[config.mk]
export PLATFORM = sky130hd
export DESIGN_NAME = maze_position_tracker_flat
export DESIGN_NICKNAME = d
export VERILOG_FILES = /design/src/rtl/maze_position_tracker_if.sv /design/src/rtl/maze_position_tracker.sv /design/src/flat_wrapper.sv
export SDC_FILE = /design/constraint.sdc
export NUM_CORES = 1
export LEC_CHECK = 0
export BUFFER_PORTS_ARGS = -buffer_cell sky130_fd_sc_hd__clkbuf_2
export CORE_AREA = 2 2 109 111
export DETAILED_ROUTE_END_ITERATION = 10
export DIE_AREA = 0 0 111 113
export PLACE_DENSITY = 0.88
export SYNTH_ARGS = -nofsm -noshare
export SYNTH_HDL_FRONTEND = slang
export SYNTH_SLANG_ARGS = --single-unit
[constraint.sdc]
create_clock -name CLK -period 9.8 [get_ports CLK]
set_clock_uncertainty 0.05 [all_clocks]
set_input_delay 1.47 -clock CLK [delete_from_list [all_inputs] [get_ports CLK]]
set_output_delay 1.47 -clock CLK [all_outputs]
set_load 0.1 [all_outputs]
[src/rtl/maze_position_tracker_if.sv]
// Handler <-> position tracker bus: proposals and maze data in, committed position and game status out.
interface maze_position_tracker_if #(
  parameter int CELLS = 198
);
  logic             step_valid;
  logic [7:0]       next_count;
  logic [CELLS-1:0] mazestate;
  logic [7:0]       begin_spot;
  logic [7:0]       end_spot;
  logic             game_pause;
  logic [7:0]       count;
  logic [1:0]       lives;
  logic [9:0]       move_total;
  logic [1:0]       game_state;
  logic             won;
  logic             crash_pulse;
  logic             win_pulse;

  modport master (
    output step_valid, next_count, mazestate, begin_spot, end_spot, game_pause,
    input  count, lives, move_total, game_state, won, crash_pulse, win_pulse
  );

  modport slave (
    input  step_valid, next_count, mazestate, begin_spot, end_spot, game_pause,
    output count, lives, move_total, game_state, won, crash_pulse, win_pulse
  );
endinterface

[src/rtl/maze_position_tracker.sv]
// Validates handler proposals against the maze bitmap and runs the play/crash/win/game-over FSM.
// Optional macro TRACKER_MOVE_COUNT_EN enables the accepted-move counter (move_total is 0 otherwise).
module maze_position_tracker #(
  parameter int GRID_W      = 18,
  parameter int CELLS       = 198,
  parameter int START_LIVES = 3,
  parameter int CRASH_HOLD  = 10
) (
  input logic                    CLK,
  input logic                    RST,
  maze_position_tracker_if.slave bus
);
  localparam logic [1:0] S_IDLE  = 2'd0;
  localparam logic [1:0] S_PLAY  = 2'd1;
  localparam logic [1:0] S_CRASH = 2'd2;
  localparam logic [1:0] S_END   = 2'd3;

  localparam int              HOLD_W   = $clog2(CRASH_HOLD + 1);
  localparam logic [HOLD_W-1:0] HOLD_MAX = HOLD_W'(CRASH_HOLD);
  localparam logic [8:0]      GW9      = 9'(GRID_W);
  localparam logic [8:0]      CELLS9   = 9'(CELLS);
  localparam logic [7:0]      OFF_MAZE = 8'd255;

  logic [1:0]        state;
  logic [7:0]        count_r;
  logic [1:0]        lives_r;
  logic              won_r;
  logic [HOLD_W-1:0] hold_r;
  logic              crash_p;
  logic              win_p;
  logic              event_v;

  function automatic logic cell_open(input logic [7:0] idx, input logic [CELLS-1:0] maze);
    logic [CELLS-1:0] sh;
    sh = maze >> idx;
    return ({1'b0, idx} < CELLS9) && sh[0];
  endfunction

  // 9-bit zero-extended compares so a wrapped handler subtraction never looks adjacent.
  function automatic logic is_neighbour(input logic [7:0] cur, input logic [7:0] nxt);
    logic [8:0] c9, n9, col;
    c9  = {1'b0, cur};
    n9  = {1'b0, nxt};
    col = c9 % GW9;
    return (n9 + GW9 == c9) || (n9 == c9 + GW9) ||
           ((n9 + 9'd1 == c9) && (col != 9'd0)) ||
           ((n9 == c9 + 9'd1) && (col != GW9 - 9'd1));
  endfunction

  assign event_v = bus.step_valid && !bus.game_pause;

`ifdef TRACKER_MOVE_COUNT_EN
  logic [9:0] moves_r;

  always_ff @(posedge CLK) begin
    if (RST) begin
      moves_r <= '0;
    end else if (event_v) begin
      if (state == S_IDLE && bus.next_count == bus.begin_spot && cell_open(bus.begin_spot, bus.mazestate))
        moves_r <= '0;
      else if (state == S_PLAY && cell_open(bus.next_count, bus.mazestate) &&
               bus.next_count != count_r && is_neighbour(count_r, bus.next_count) &&
               moves_r != 10'h3FF)
        moves_r <= moves_r + 10'd1;
    end
  end

  assign bus.move_total = moves_r;
`else
  assign bus.move_total = '0;
`endif

  always_ff @(posedge CLK) begin
    if (RST) begin
      state   <= S_IDLE;
      count_r <= OFF_MAZE;
      lives_r <= 2'(START_LIVES);
      won_r   <= 1'b0;
      hold_r  <= '0;
      crash_p <= 1'b0;
      win_p   <= 1'b0;
    end else begin
      crash_p <= 1'b0;
      win_p   <= 1'b0;
      if (event_v) begin
        case (state)
          S_IDLE: begin
            if (bus.next_count == bus.begin_spot && cell_open(bus.begin_spot, bus.mazestate)) begin
              state   <= S_PLAY;
              count_r <= bus.begin_spot;
            end
          end
          S_PLAY: begin
            if (!cell_open(bus.next_count, bus.mazestate)) begin
              count_r <= OFF_MAZE;
              crash_p <= 1'b1;
              lives_r <= lives_r - 2'd1;
              hold_r  <= '0;
              state   <= (lives_r == 2'd1) ? S_END : S_CRASH;
              won_r   <= 1'b0;
            end else if (bus.next_count != count_r && is_neighbour(count_r, bus.next_count)) begin
              count_r <= bus.next_count;
              if (bus.next_count == bus.end_spot) begin
                state <= S_END;
                won_r <= 1'b1;
                win_p <= 1'b1;
              end
            end
          end
          S_CRASH: begin
            if (hold_r + HOLD_W'(1) == HOLD_MAX) begin
              state  <= S_IDLE;
              hold_r <= '0;
            end else begin
              hold_r <= hold_r + HOLD_W'(1);
            end
          end
          default: ;
        endcase
      end
    end
  end

  assign bus.count       = count_r;
  assign bus.lives       = lives_r;
  assign bus.game_state  = state;
  assign bus.won         = won_r;
  assign bus.crash_pulse = crash_p;
  assign bus.win_pulse   = win_p;
endmodule

[src/flat_wrapper.sv]
// flat-port wrapper written by rule: the top's interface ports become plain ports
module maze_position_tracker_flat 
#(
  parameter int GRID_W      = 18,
  parameter int CELLS       = 198,
  parameter int START_LIVES = 3,
  parameter int CRASH_HOLD  = 10
)
  (CLK, RST, bus_step_valid, bus_next_count, bus_mazestate, bus_begin_spot, bus_end_spot, bus_game_pause, bus_count, bus_lives, bus_move_total, bus_game_state, bus_won, bus_crash_pulse, bus_win_pulse);
  maze_position_tracker_if #(.CELLS(CELLS)) bus_i ();
  input logic CLK;
  input logic RST;
  input wire logic [$bits(bus_i.step_valid)-1:0] bus_step_valid;
  input wire logic [$bits(bus_i.next_count)-1:0] bus_next_count;
  input wire logic [$bits(bus_i.mazestate)-1:0] bus_mazestate;
  input wire logic [$bits(bus_i.begin_spot)-1:0] bus_begin_spot;
  input wire logic [$bits(bus_i.end_spot)-1:0] bus_end_spot;
  input wire logic [$bits(bus_i.game_pause)-1:0] bus_game_pause;
  output wire logic [$bits(bus_i.count)-1:0] bus_count;
  output wire logic [$bits(bus_i.lives)-1:0] bus_lives;
  output wire logic [$bits(bus_i.move_total)-1:0] bus_move_total;
  output wire logic [$bits(bus_i.game_state)-1:0] bus_game_state;
  output wire logic [$bits(bus_i.won)-1:0] bus_won;
  output wire logic [$bits(bus_i.crash_pulse)-1:0] bus_crash_pulse;
  output wire logic [$bits(bus_i.win_pulse)-1:0] bus_win_pulse;
  assign bus_i.step_valid = bus_step_valid;
  assign bus_i.next_count = bus_next_count;
  assign bus_i.mazestate = bus_mazestate;
  assign bus_i.begin_spot = bus_begin_spot;
  assign bus_i.end_spot = bus_end_spot;
  assign bus_i.game_pause = bus_game_pause;
  assign bus_count = bus_i.count;
  assign bus_lives = bus_i.lives;
  assign bus_move_total = bus_i.move_total;
  assign bus_game_state = bus_i.game_state;
  assign bus_won = bus_i.won;
  assign bus_crash_pulse = bus_i.crash_pulse;
  assign bus_win_pulse = bus_i.win_pulse;
  maze_position_tracker #(.GRID_W(GRID_W), .CELLS(CELLS), .START_LIVES(START_LIVES), .CRASH_HOLD(CRASH_HOLD)) u_core (.CLK(CLK), .RST(RST), .bus(bus_i));
endmodule
Yosys cells after proc, flatten, opt, wreduce, memory -nomap -nowiden --
Cells that the tools add are included. Widths: inputs -> output; s select.
Word-level totals: register bits 19, input port bits 226, output and inout port bits 25, logic and storage cells 83
Operators by class: add/subtract/negate cells 6, divide/modulo/power cells 1, magnitude comparators 2, equal/unequal tests 19, shift-type cells 2, muxes and demuxes 19, bitwise gates (word level) 4, reduce and logical (&&, ||, !) cells 23
Operators with widths (number):
- $shr 198x8->1 | 2
- $mux 8 | 3
- $add 8x1->9 const B | 2
- $add 8x5->9 const B | 2
- $eq 8x9->1 | 2
- $eq 9x8->1 | 2
- $eq 8x8->1 | 2
- $lt 8x8->1 const B | 2
- $pmux 8 s2 | 1
- $mux 2 | 5
- $mod 8x5->9 const B | 1
- $ne 9x5->1 const B | 1
- $reduce_bool 9->1 | 1
- $mux 4 | 2
- $ne 8x8->1 | 1
- $pmux 4 s2 | 1
- $reduce_and 4->1 | 2
- $logic_and 1x1->1 | 7
- $mux 1 | 6
- $ne 2x2->1 const B | 3
- $ne 3x3->1 const B | 2
- $pmux 2 s3 | 1
- $reduce_and 3->1 | 2
- $reduce_and 6->1 | 1
- other kinds (14) | 22

Depth between registers and ports, before layout --
depth after elaboration 9, depth in mapped cells 17, mapped depth without buffers 13

Worst setup path after synthesis --
Ideal clock, no wire load.
path kind in2reg, start point input bus_begin_spot[0], end point register u_core.count_r[0] (netlist: u_core.bus.count[0]), library setup time 0.072 ns, arrival time 3.903 ns, required time 9.678 ns, path slack 5.775 ns, stages 11, buffers on the path 3, cell sequence buf_6 -> buf_2 -> mux4_2 -> mux4_2 -> a22oi_1 -> nand3_1 -> a22oi_1 -> o21a_1 -> a311o_1 -> buf_6 -> mux2i_1
On the way: cells in the longest elaborated chain, start to end 5, elaborated cells on any way between the ends 9, classes of those cells order compare: 1; eq/ne: 2; shift: 1; mux: 2; reduce/logical: 3
Ends and longest elaborated chain:
- start, declared | line flat_wrapper.sv:16 | input wire logic [$bits(bus_i.begin_spot)-1:0] bus_begin_spot;
- $shr 198x8->1 / $lt 8x8->1 (equally long branches) | line maze_position_tracker.sv:35, maze_position_tracker.sv:36
- $logic_and 1x1->1 | line maze_position_tracker.sv:36 | return ({1'b0, idx} < CELLS9) && sh[0];
- $logic_and 1x1->1 | line maze_position_tracker.sv:88 | if (bus.next_count == bus.begin_spot && cell_open(bus.begin_spot, bus.mazestate)) begin
- $ne 2x1->1 (no line)
- $reduce_and 4->1 (no line)
- end signal, assigned | line maze_position_tracker.sv:90 | count_r <= bus.begin_spot;
- end signal, assigned | line maze_position_tracker.sv:102 | count_r <= bus.next_count;
- end, declared | line maze_position_tracker.sv:25 | logic [7:0] count_r;
Several ways; a longest one is shown, not always the timed one. The select of a mux whose other input is x is not followed. A chain may end at the register's enable or synchronous reset.

Final worst setup path --
start point input bus_next_count[0], end point register u_core.count_r[5] (netlist: u_core.bus.count[5])
On the way: cells in the longest elaborated chain, start to end 8, elaborated cells on any way between the ends 23, classes of those cells add/sub: 2; order compare: 1; eq/ne: 8; shift: 1; mux: 2; reduce/logical: 9
Ends and longest elaborated chain:
- start, declared | line flat_wrapper.sv:14 | input wire logic [$bits(bus_i.next_count)-1:0] bus_next_count;
- $add 8x5->9 / $add 8x1->9 (equally long branches) | line maze_position_tracker.sv:45, maze_position_tracker.sv:46
- $eq 9x8->1 (on tied branches) | line maze_position_tracker.sv:45, maze_position_tracker.sv:46
- $logic_or 1x1->1 / $logic_and 1x1->1 (equally long branches) | line maze_position_tracker.sv:45, maze_position_tracker.sv:46
- $logic_or 1x1->1 | line maze_position_tracker.sv:45 | return (n9 + GW9 == c9) || (n9 == c9 + GW9) ||
- $logic_or 1x1->1 | line maze_position_tracker.sv:46 | ((n9 + 9'd1 == c9) && (col != 9'd0)) ||
- $logic_and 1x1->1 | line maze_position_tracker.sv:101 | end else if (bus.next_count != count_r && is_neighbour(count_r, bus.next_count)) begin
- $ne 3x3->1 (no line)
- $reduce_and 4->1 (no line)
Several ways; a longest one is shown, not always the timed one.

==> flow_summary.toml <==
[cts]
cts_setup_buffers = 0
ctsHoldBuffers = 0
htreeDepth = 1
cts_buffers = 3
cts-root-buf = "clkbuf_16"
insertion_delay_ns = 0.25
cts_sinks = 19
cts_tree = "built"
ctsResizeCount = 0
clockBufferDepth = 2
clk_pin_slew_ns = 0.06

[critical_path]
cp_num_buf_inv = 1
cp-end-kind = "flop"
rr_worst_depth = 12
cp.arrival_ns = 4.98
crit_family = "compound AO/OA/AOI/OAI gates"
critPathLaunchType = "input pin"
worst_path_most_repeated_cell = "nand3_1"
critPathKind = "input pin to flop"
rrSetupSlack_ns = 5.76
cpMaxStageDelayCell = "buf_4"
r2r-end = "u_core.bus.count[5]"
critical_path_depth = 12
path_cells = "buf_4 > ha_1 > nand3_1 > xnor2_1 > nand3_1 > a211o_1 > a2111oi_2 > o21a_1 > a2111oi_0 > o211a_1 > a311o_1 > mux2i_1"
reg2reg_from = "u_core.bus.count[1]"
required_ns = 9.87
path_max_fanout = 61
cp_slowest_stage_delay_ns = 0.75
crit_path_start = "bus_next_count[0]"
endpoint = "u_core.bus.count[5]"

[floorplan]
dieArea_um2 = 12540
num_io_pins = 251
fp.dieH_um = 113
chipWidth_um = 111
core-area_um2 = 11270
initial_core_util_pct = 54.29
rows = 39

[layout]
synthToLayoutAreaGrowth_pct = 17.58
design_area_um2 = 7196
final_cell_mix = "clkbuf_2 (238), mux4_2 (106), nor2_1 (47)"
nFillCells = 939
seq_area_um2 = 380.4
layout.cells.non_filler = 948
final_common_cell = "clkbuf_2"
n_antenna_cell = 0
drive_gt1_share_pct = 46.71
final_util_pct = 63.84
final_nets = 1045
multiInputGateArea_um2 = 5256

[place]
dpl_worst_slack_ns = 4.610
detailed_place_hpwl_mm = 16.33
place_area_um2 = 7116
gp_congestion = 0.9628
place_inst = 944
io_buffers = 240

[sta]
relSlewSlack_pct = 29.04
setup_slack_ns = 4.888
holdWs_ns = 0.4164
fin_setup_tns_ns = 0
hold_viol = 0
period_needed_ns = 4.912
setup_viol = 0
fin_crit_sh_pct = 50.12
clock.fmax_mhz = 203.6
tightest_slew_ns = 1.064
slew_violations = 0
grt_setup_unrepaired = "false"

[outcome]
status = "finished clean"

[power]
ir_drop_uv = 85.79
power.density_nw_per_um2 = 59.26
leakage_nw = 3.063
p_total_uw = 426.4

[synthesis]
synth_fa_ha_area_share_pct = 2.842
synthMuxAreaShare_pct = 45.51
synthSimpleGateAreaFrac_pct = 15.46
ys_seq_area_share_pct = 6.215
netlist_top_cells_area = "mux4_2 (39%), dfxtp_1 (6.2%), mux2i_1 (5.4%)"
synth_area_um2 = 6120
synth_compound_area_share_pct = 14.48
synth_area_per_cell_um2 = 9.807
syn_inst = 624
async_flop_share_pct = 0
ys_seq_elements = 19
synth_cell_types = 75
synth_ff_type = "dfxtp_1"
synth_top_area_cell = "mux4_2"
synth-xor-area-share_pct = 6.992
synth_top_family_by_area = "multiplexers"
yosysWarnings = 0
synth_top_area_share_pct = 39.01
synth-edff-count = 0

[route]
wl_per_cell_um = 21.88
ant_nets = 0
avgViaCountPerCell = 6.734
vias = 6384
drt_drc_violations_left = 0
first_pass_iters = 5
routed_wl_mm = 20.74
drtIter0Drc = 727

[global_route]
grt_max_degree = 62
grt_pass1_wl_mm = 32.06
gr-usage-all-layers_pct = 31.87
grt_pass1_vias = 6142
grt_antenna_before_repair = 0
gr-total-overflow = 0

[flow_run]
max-cap-violations = 0

[worst_hold_path]
min_path_type = "flop to flop"
hp-start = "u_core.bus.won"
[sequential cells by signal (all words and copies together) (netlist names)]
name                    flops
u_core.bus.count            8
u_core.hold_r               4
u_core.bus.game_state       2
u_core.bus.lives            2
u_core.bus.crash_pulse      1
u_core.bus.win_pulse        1
u_core.bus.won              1
[Yosys cell counts, drive strengths merged (7+ instances only)]
cell type  instances
a311oi             7
nand2b            11
ha                13
clkbuf            21
nand2             35
nor3              14
o22a               7
mux2i             33
nor2b             10
xor2              20
nor2              47
a211oi             9
nand3             24
a2111oi            7
a21oi             23
nor4               7
mux4             106
inv               14
dfxtp             19
buf               56
o21ai             20
xnor2             28
[power by group]
part | switching [mW] | internal, mW | total (mW)
logic | 0.132 | 0.132 | 0.265
clock network | 0.0297 | 0.0547 | 0.0845
registers | 0.000134 | 0.0773 | 0.0774
total | 0.162 | 0.265 | 0.426
[worst reg2reg max path, cell delays in order, from the launching register on]
cell	delay, ns
dfxtp_1	0.66
inv_1	0.23
ha_1	0.27
nor2_1	0.34
o221ai_1	0.20
a311oi_1	0.33
xnor2_1	0.23
nor2_1	0.07
o21a_1	0.16
a2111oi_0	0.40
o211a_1	0.26
a311o_1	0.52
mux2i_1	0.25
[layer usage]
metal | share of wire [%] | vias to the layer above | global-route usage (%)
li1 | - | 2842 | -
met1 | 37 | 3016 | 42.58
met2 | 49 | 449 | 53.09
met3 | 11 | 77 | 5.731
met4 | 4.0 | 0 | 10.50
met5 | 0 | - | 0
[layout make-up]
| class | instances | share of cell area (%) |
|---|---|---|
| inverter | 15 | 0.7825 |
| clock buffer | 3 | 1.043 |
| tap | 143 | 2.487 |
| sequential | 19 | 5.286 |
| multi-input combinational | 522 | 73.05 |
| clock inverter | 1 | 0.06955 |
| timing repair buffer | 245 | 17.28 |
[worst min path at each step]
| stage | end | slack [ns] | cells after the start |
|---|---|---|---|
| floorplan | u_core.hold_r[3] | 0.43 | 2 |
| global placement | u_core.bus.won | 0.41 | 1 |
| detailed placement | u_core.bus.won | 0.41 | 1 |
| CTS | u_core.bus.won | 0.42 | 1 |
| global route | u_core.bus.won | 0.45 | 1 |
| finish | u_core.bus.won | 0.42 | 1 |
[cells by family (layout without fill, tap and decap cells)]
family                   count (synthesis)  count (layout)
AO/OA/AOI/OAI                          122             122
XOR/XNOR                                48              48
adder cells (fa/ha/maj)                 14              14
buffers and inverters                   92             264
flip-flops                              19              19
multiplexers                           145             145
other                                    1              10
AND/OR/NAND/NOR                        183             183
Power figures use the tool's default switching activity.
